**config.mk**
```make
export PLATFORM = sky130hd
export DESIGN_NAME = scan_sequencer_flat
export DESIGN_NICKNAME = d
export VERILOG_FILES = /design/src/rtl/scan_if.sv /design/src/rtl/scan_sequencer.sv /design/src/flat_wrapper.sv
export SDC_FILE = /design/constraint.sdc
export NUM_CORES = 1
export LEC_CHECK = 0
export CAP_MARGIN = 20
export CORE_MARGIN = 1.5
export CORE_UTILIZATION = 58
export DETAILED_ROUTE_END_ITERATION = 16
export GPL_ROUTABILITY_DRIVEN = 0
export GPL_TIMING_DRIVEN = 1
export PLACE_DENSITY = 0.9
export SYNTH_ARGS = -nofsm -noshare
export SYNTH_HDL_FRONTEND = slang
export SYNTH_SLANG_ARGS = --single-unit
```
**constraint.sdc**
```tcl
create_clock -name clk -period 11.3 [get_ports clk]
set_clock_uncertainty 0.15 [all_clocks]
set_input_delay 2.26 -clock clk [delete_from_list [all_inputs] [get_ports clk]]
set_output_delay 2.26 -clock clk [all_outputs]
set_load 0.02 [all_outputs]
```
**src/rtl/scan_if.sv**
```systemverilog
// scan_sequencer control/status bundle.
// Master drives scan controls, slave returns channel status.
interface scan_if #(
  parameter int DWELL_W = 4
);
  logic               en;
  logic               dir;
  logic               load;
  logic [2:0]         load_val;
  logic [DWELL_W-1:0] dwell;
  logic [7:0]         skip_mask;
  logic [2:0]         sel;
  logic               step;
  logic               wrap;
  logic               busy;

  modport master (
    output en, dir, load, load_val,
    output dwell, skip_mask,
    input  sel, step, wrap, busy
  );

  modport slave (
    input  en, dir, load, load_val,
    input  dwell, skip_mask,
    output sel, step, wrap, busy
  );
endinterface

```
**src/rtl/scan_sequencer.sv**
```systemverilog
// Channel-index scanner feeding a 3-to-8 decoder.
// Dwell, direction, skip mask and load control.
module scan_sequencer #(
  parameter int DWELL_W = 4
) (
  input logic  clk,
  input logic  rst,
  scan_if.slave bus
);
  typedef enum logic {IDLE, RUN} state_t;

  state_t             state_q;
  logic [DWELL_W-1:0] cnt_q;
  logic [2:0]         sel_q;
  logic               step_q;
  logic               wrap_q;
  logic               busy_q;

  logic [2:0] sel_d;
  logic       found_d;
  logic       wrap_d;

  // Pick the nearest unmasked channel in the scan direction.
  always_comb begin
    logic [2:0] ofs;
    logic [2:0] cand;
    sel_d   = sel_q;
    found_d = 1'b0;
    ofs     = '0;
    cand    = '0;
    for (int k = 1; k < 8; k++) begin
      ofs  = k[2:0];
      cand = bus.dir ? sel_q - ofs : sel_q + ofs;
      if (!found_d && !bus.skip_mask[cand]) begin
        found_d = 1'b1;
        sel_d   = cand;
      end
    end
    wrap_d = bus.dir ? (sel_d > sel_q)
                     : (sel_d < sel_q);
  end

  // FSM, dwell counter and registered outputs.
  always_ff @(posedge clk) begin
    if (rst) begin
      state_q <= IDLE;
      cnt_q   <= '0;
      sel_q   <= '0;
      step_q  <= 1'b0;
      wrap_q  <= 1'b0;
      busy_q  <= 1'b0;
    end else if (bus.load) begin
      sel_q  <= bus.load_val;
      cnt_q  <= '0;
      step_q <= 1'b1;
      wrap_q <= 1'b0;
    end else begin
      step_q <= 1'b0;
      wrap_q <= 1'b0;
      unique case (state_q)
        IDLE: begin
          cnt_q <= '0;
          if (bus.en) begin
            state_q <= RUN;
            busy_q  <= 1'b1;
          end
        end
        RUN: begin
          if (!bus.en) begin
            state_q <= IDLE;
            busy_q  <= 1'b0;
            cnt_q   <= '0;
          end else if (cnt_q >= bus.dwell) begin
            cnt_q <= '0;
            if (found_d) begin
              sel_q  <= sel_d;
              step_q <= 1'b1;
              wrap_q <= wrap_d;
            end
          end else begin
            cnt_q <= cnt_q + 1'b1;
          end
        end
        default: state_q <= IDLE;
      endcase
    end
  end

  assign bus.sel  = sel_q;
  assign bus.step = step_q;
  assign bus.wrap = wrap_q;
  assign bus.busy = busy_q;
endmodule
```
**src/flat_wrapper.sv**
```systemverilog
// flat-port wrapper written by rule: the top's interface ports become plain ports
module scan_sequencer_flat 
#(
  parameter int DWELL_W = 4
)
  (clk, rst, bus_en, bus_dir, bus_load, bus_load_val, bus_dwell, bus_skip_mask, bus_sel, bus_step, bus_wrap, bus_busy);
  scan_if #(.DWELL_W(DWELL_W)) bus_i ();
  input logic clk;
  input logic rst;
  input wire logic [$bits(bus_i.en)-1:0] bus_en;
  input wire logic [$bits(bus_i.dir)-1:0] bus_dir;
  input wire logic [$bits(bus_i.load)-1:0] bus_load;
  input wire logic [$bits(bus_i.load_val)-1:0] bus_load_val;
  input wire logic [$bits(bus_i.dwell)-1:0] bus_dwell;
  input wire logic [$bits(bus_i.skip_mask)-1:0] bus_skip_mask;
  output wire logic [$bits(bus_i.sel)-1:0] bus_sel;
  output wire logic [$bits(bus_i.step)-1:0] bus_step;
  output wire logic [$bits(bus_i.wrap)-1:0] bus_wrap;
  output wire logic [$bits(bus_i.busy)-1:0] bus_busy;
  assign bus_i.en = bus_en;
  assign bus_i.dir = bus_dir;
  assign bus_i.load = bus_load;
  assign bus_i.load_val = bus_load_val;
  assign bus_i.dwell = bus_dwell;
  assign bus_i.skip_mask = bus_skip_mask;
  assign bus_sel = bus_i.sel;
  assign bus_step = bus_i.step;
  assign bus_wrap = bus_i.wrap;
  assign bus_busy = bus_i.busy;
  scan_sequencer #(.DWELL_W(DWELL_W)) u_core (.clk(clk), .rst(rst), .bus(bus_i));
endmodule
```
======== Word level (Yosys, flattened, before mapping) ========
Cells that the tools add are included.
cells by class
  bitwise logic cells ..................... 5
  add/sub/neg operators ................... 15
  equal/unequal tests ..................... 2
  reductions and logical operators ........ 25
  muxes and demuxes ....................... 53
  $lt $le $gt $ge ......................... 10
operators with widths
  kind                   number
  $mux W3                19
  $lt A3 B4 Y1 const B   7
  $mux W1                23
  $bmux W1 S3            7
  $add A3 B3 Y3 const B  4
  $sub A3 B3 Y3 const B  4
  $logic_not A1 Y1       11
  $mux W4                2
  $pmux W4 S2            1
  $reduce_bool A2 Y1     4
  $add A3 B2 Y3 const B  2
  $logic_and A1 B1 Y1    6
  $reduce_or A6 Y1       1
  $sub A3 B2 Y3 const B  2
  $not A1 Y1             5
  $add A4 B1 Y4 const B  1
  $ge A4 B4 Y1           1
  $ne A2 B2 Y1 const B   2
  $reduce_and A4 Y1      1
  $add A3 B1 Y3 const B  1
  $gt A3 B3 Y1           1
  $lt A3 B3 Y1           1
  $reduce_and A3 Y1      1
  $sub A3 B1 Y3 const B  1
  other kinds (2)        2
storage, ports and cells
  output and inout port bits .............. 6
  input bits .............................. 20
  word-level logic and storage cells ...... 116
  register bits ........................... 11

======== Longest topological paths before layout ========
  depth after elaboration ................. 27
  gate-level depth with buffers ........... 17
  depth with buffers taken out ............ 14

======== Least setup slack after synthesis ========
Ideal clock, no wire load.
  path type ............................... input to register
  from .................................... input port bus_dir
  to ...................................... register u_core.wrap_q (netlist: u_core.bus.wrap)
  library setup time ...................... 0.116 ns
  stages .................................. 15
  arrival time ............................ 5.643 ns
  data required time ...................... 11.034 ns
  buffers on the path ..................... 2
  path slack .............................. 5.392 ns
  path through ............................ buf_2 -> inv_1 -> fa_1 -> buf_1 -> mux4_1 -> mux2_2 -> nor2b_1 -> a2111oi_2 -> o31ai_1 -> and2_1 -> ha_1 -> a21o_1 -> a21oi_1 -> mux2_2 -> and3_1
on the way
  cells in the longest elaborated chain, start to end .. 23
  elaborated cells between the ends (all ways) .. 57
  classes of those cells .................. order compare: 2; mux: 36; bitwise: 1; reduce/logical: 18
ends and longest elaborated chain
  what                                                RTL line              source
  start, declared                                     flat_wrapper.sv:11    input wire logic [$bits(bus_i.dir)-1:0] bus_dir;
  $mux W3                                             scan_sequencer.sv:33  cand = bus.dir ? sel_q - ofs : sel_q + ofs;
  $bmux W1 S3                                         scan_sequencer.sv:34  if (!found_d && !bus.skip_mask[cand]) begin
  $mux W1 (not written as such)                       scan_sequencer.sv:34
  $logic_not A1 Y1                                    scan_sequencer.sv:34
  $logic_and A1 B1 Y1                                 scan_sequencer.sv:34
  $mux W1                                             scan_sequencer.sv:34
  $logic_not A1 Y1                                    scan_sequencer.sv:34
  $logic_and A1 B1 Y1                                 scan_sequencer.sv:34
  (+7 left out)                                       --
  $logic_not A1 Y1                                    scan_sequencer.sv:34
  $logic_and A1 B1 Y1                                 scan_sequencer.sv:34
  $mux W1                                             scan_sequencer.sv:34
  $logic_not A1 Y1                                    scan_sequencer.sv:34
  $logic_and A1 B1 Y1                                 scan_sequencer.sv:34
  $mux W3 / $mux W1 (equally long branches)           scan_sequencer.sv:34
  $lt A3 B3 Y1 (tied with other cells)                scan_sequencer.sv:40  : (sel_d < sel_q);
  $mux W1 / $reduce_or A6 Y1 (equally long branches)  --
  end signal, assigned                                scan_sequencer.sv:78  wrap_q <= wrap_d;
  end, declared                                       scan_sequencer.sv:16  logic wrap_q;
Several ways; a longest one is shown, not always the timed one. The select of a mux whose other input is x is not followed.
A chain may end at the register's enable or synchronous reset.

======== Worst setup path after layout ========
Same ends and word-level chain as after synthesis.

==> flow_metrics.tcl <==
set metrics [dict create \
    placed_cells 213 \
    maxSlewHeadroom_pct 47.0 \
    fin_util_pct 71.4 \
    synth_edf_count 0 \
    grt_pass1_wl_mm 5.93 \
    io_pins 26 \
    drive_above_1_share_pct 11.2 \
    die_area_um2 2920 \
    drt-total-wl_mm 3.76 \
    holdPathEnd "u_core.cnt_q[0]" \
    setup_ws_ns 4.96 \
    ctsResizeCount 0 \
    worstMarginPinSlew_ns 0.794 \
    ctsHoldBuffers 0 \
    setup_tns_ns 0 \
    slew_violations 0 \
    ys.warnings.count 0 \
    timing.fmax_mhz 158 \
    path_clk_slew_ns 0.07 \
    r2r-end "u_core.bus.wrap" \
    antenna-diode-count 0 \
    clock-sinks 11 \
    numPortBuffers 25 \
    pre_cts_ws_ns 4.67 \
    synth_area_leaders "dfxtp_1, mux4_2, ha_1, mux2i_1, o21ai_0" \
    instances_no_fill 217 \
    cts_buffer_depth 2 \
    die_h_um 54.1 \
    avgViaCountPerCell 6.36 \
    drt_drc_violations_left 0 \
    num_rows 18 \
    leakagePower_nw 0.691 \
    worstSetupPathType "primary input to flip-flop" \
    clkLatencyLatePin_ns 0.28 \
    drt_iter0_markers 60 \
    r2r_slack_ns 6.48 \
    layout_common_cells "clkdlybuf4s50_1, inv_1, nor2_1" \
    finalNetCount 218 \
    period_share_pct 56.1 \
    async_flop_share_pct 0 \
    critPathRequiredTime_ns 11.33 \
    syn_inst 166 \
    avgSynthCellArea_um2 9.11 \
    ir_worst_vdd_uv 105 \
    whs_path_depth 1 \
    clockRootBuffer "clkbuf_4" \
    r2r_start "u_core.bus.sel[0]" \
    setup.worst_path.end_class "flip-flop" \
    cts_tree "built" \
    setup_viol 0 \
    synth_cell_types 53 \
    synth_flop_cell "dfxtp_1" \
    areaGrowthSynthToFinish_pct 17.1 \
    arrival_ns 6.37 \
    grt-ovfl-total 0 \
    reg2reg_depth 13 \
    start_util_pct 61.0 \
    grt_pass1_vias 1277 \
    synth_top_area_share_pct 14.6 \
    syn_area_um2 1510 \
    drt.antenna.violating_nets 0 \
    synth-seq-cells 11 \
    synth_top_area_cell "dfxtp_1" \
    cp-startpoint "bus_dir" \
    ys_seq_area_share_pct 14.6 \
    grt_max_degree 17 \
    firstDrtPassIters 4 \
    cts_made_buffers 3 \
    start_kind "primary input" \
    status "finished, final reports clean" \
    power.density_nw_per_um2 97.8 \
    dp_hpwl_mm 2.91 \
    antenna_found_initial 0 \
    final_common_cell "clkdlybuf4s50_1" \
    routedWlPerCell_um 17.3 \
    cap_violations 0 \
    synth_fp_nets 196 \
    p_total_mw 0.173 \
    coreArea_um2 2480 \
    globalRouteTotalUtil_pct 28.6 \
    htreeDepth 1 \
    fp.dieW_um 54.1 \
    min_path_type "flip-flop to flip-flop" \
    period_needed_ns 6.34 \
    placed_cell_area_um2 1740 \
    hp-start "u_core.cnt_q[0]" \
    hold_violations 0 \
    cts_setup_buffers 0 \
    grt_setup_unrepaired "no" \
    stdcell_area_um2 1770 \
    hold_ws_ns 0.333 \
    cp_max_fo 8 \
    vias 1380 \
]
## critical path, stage by stage
cell	delay [ns]
clkdlybuf4s50_1	0.67
inv_1	0.14
fa_1	0.70
mux4_1	0.42
mux2_2	0.32
nor2b_1	0.15
a2111oi_2	0.35
o31ai_1	0.11
and2_1	0.15
ha_1	0.28
a21o_1	0.16
a21oi_1	0.15
mux2_2	0.34
and3_1	0.17
## state kept, by name, indices dropped and copies added (netlist names)
name / flops
u_core.bus.sel: 3
u_core.state_q: 1
u_core.bus.wrap: 1
u_core.bus.busy: 1
u_core.bus.step: 1
u_core.cnt_q: 4
## Yosys cell counts, types with 2 or more instances
cell type / count
mux2_2: 4
mux2_1: 2
xnor3_1: 2
o31ai_1: 3
buf_2: 2
nand3_1: 3
o21ai_0: 12
mux4_1: 2
nor2_1: 13
mux4_2: 6
ha_1: 8
inv_1: 14
clkbuf_1: 3
and3_1: 4
fa_1: 2
a21oi_1: 9
xnor2_1: 5
mux2i_1: 9
o221ai_1: 2
nand2b_1: 3
nor2b_1: 2
dfxtp_1: 11
a21o_1: 3
and2_1: 5
nand2_1: 8
a31oi_1: 2
## routing by layer
| metal | part of all wire (%) | global-route usage, % |
|---|---|---|
| met3 | 10 | 6.11 |
| met2 | 46 | 43.5 |
| met4 | 2.4 | 13.3 |
| met5 | 0 | 0 |
| met1 | 42 | 38.4 |
## worst max-delay path by stage
stage	slack (ns)	cells past startpoint	end
after floorplan	5.39	15	u_core.bus.wrap
after global placement	4.81	14	u_core.bus.wrap
after detailed placement	4.67	14	u_core.bus.wrap
after CTS	4.96	14	u_core.bus.wrap
after global routing	4.67	14	u_core.bus.wrap
final	4.96	14	u_core.bus.wrap
## final cells by class
cell class | instances | area, µm²
clock buffers | 4 | 26.3
well taps | 30 | 37.5
multi-input cells | 132 | 1180
flip-flops and latches | 11 | 220
fillers | 199 | 708
inverters | 15 | 56.3
repair buffers | 25 | 250
## power by group
part / switching (mW) / internal [mW] / total (mW)
registers: 0.00417 / 0.0403 / 0.0444
logic: 0.0508 / 0.0502 / 0.101
clock network: 0.0139 / 0.0137 / 0.0276
## logic make-up (layout without fill, tap and decap cells)
group | after synthesis | count (layout) | share of synthesized area, %
multiplexers | 24 | 24 | 24.3
flip-flops | 11 | 11 | 14.6
adder cells (fa/ha/maj) | 10 | 10 | 9.27
AND/OR/NAND/NOR | 46 | 46 | 16.7
buffers and inverters | 23 | 44 | 7.45
XOR/XNOR | 9 | 9 | 7.53
AO/OA/AOI/OAI | 43 | 43 | 20.1
Note: power is estimated with default switching activity, not from simulation.
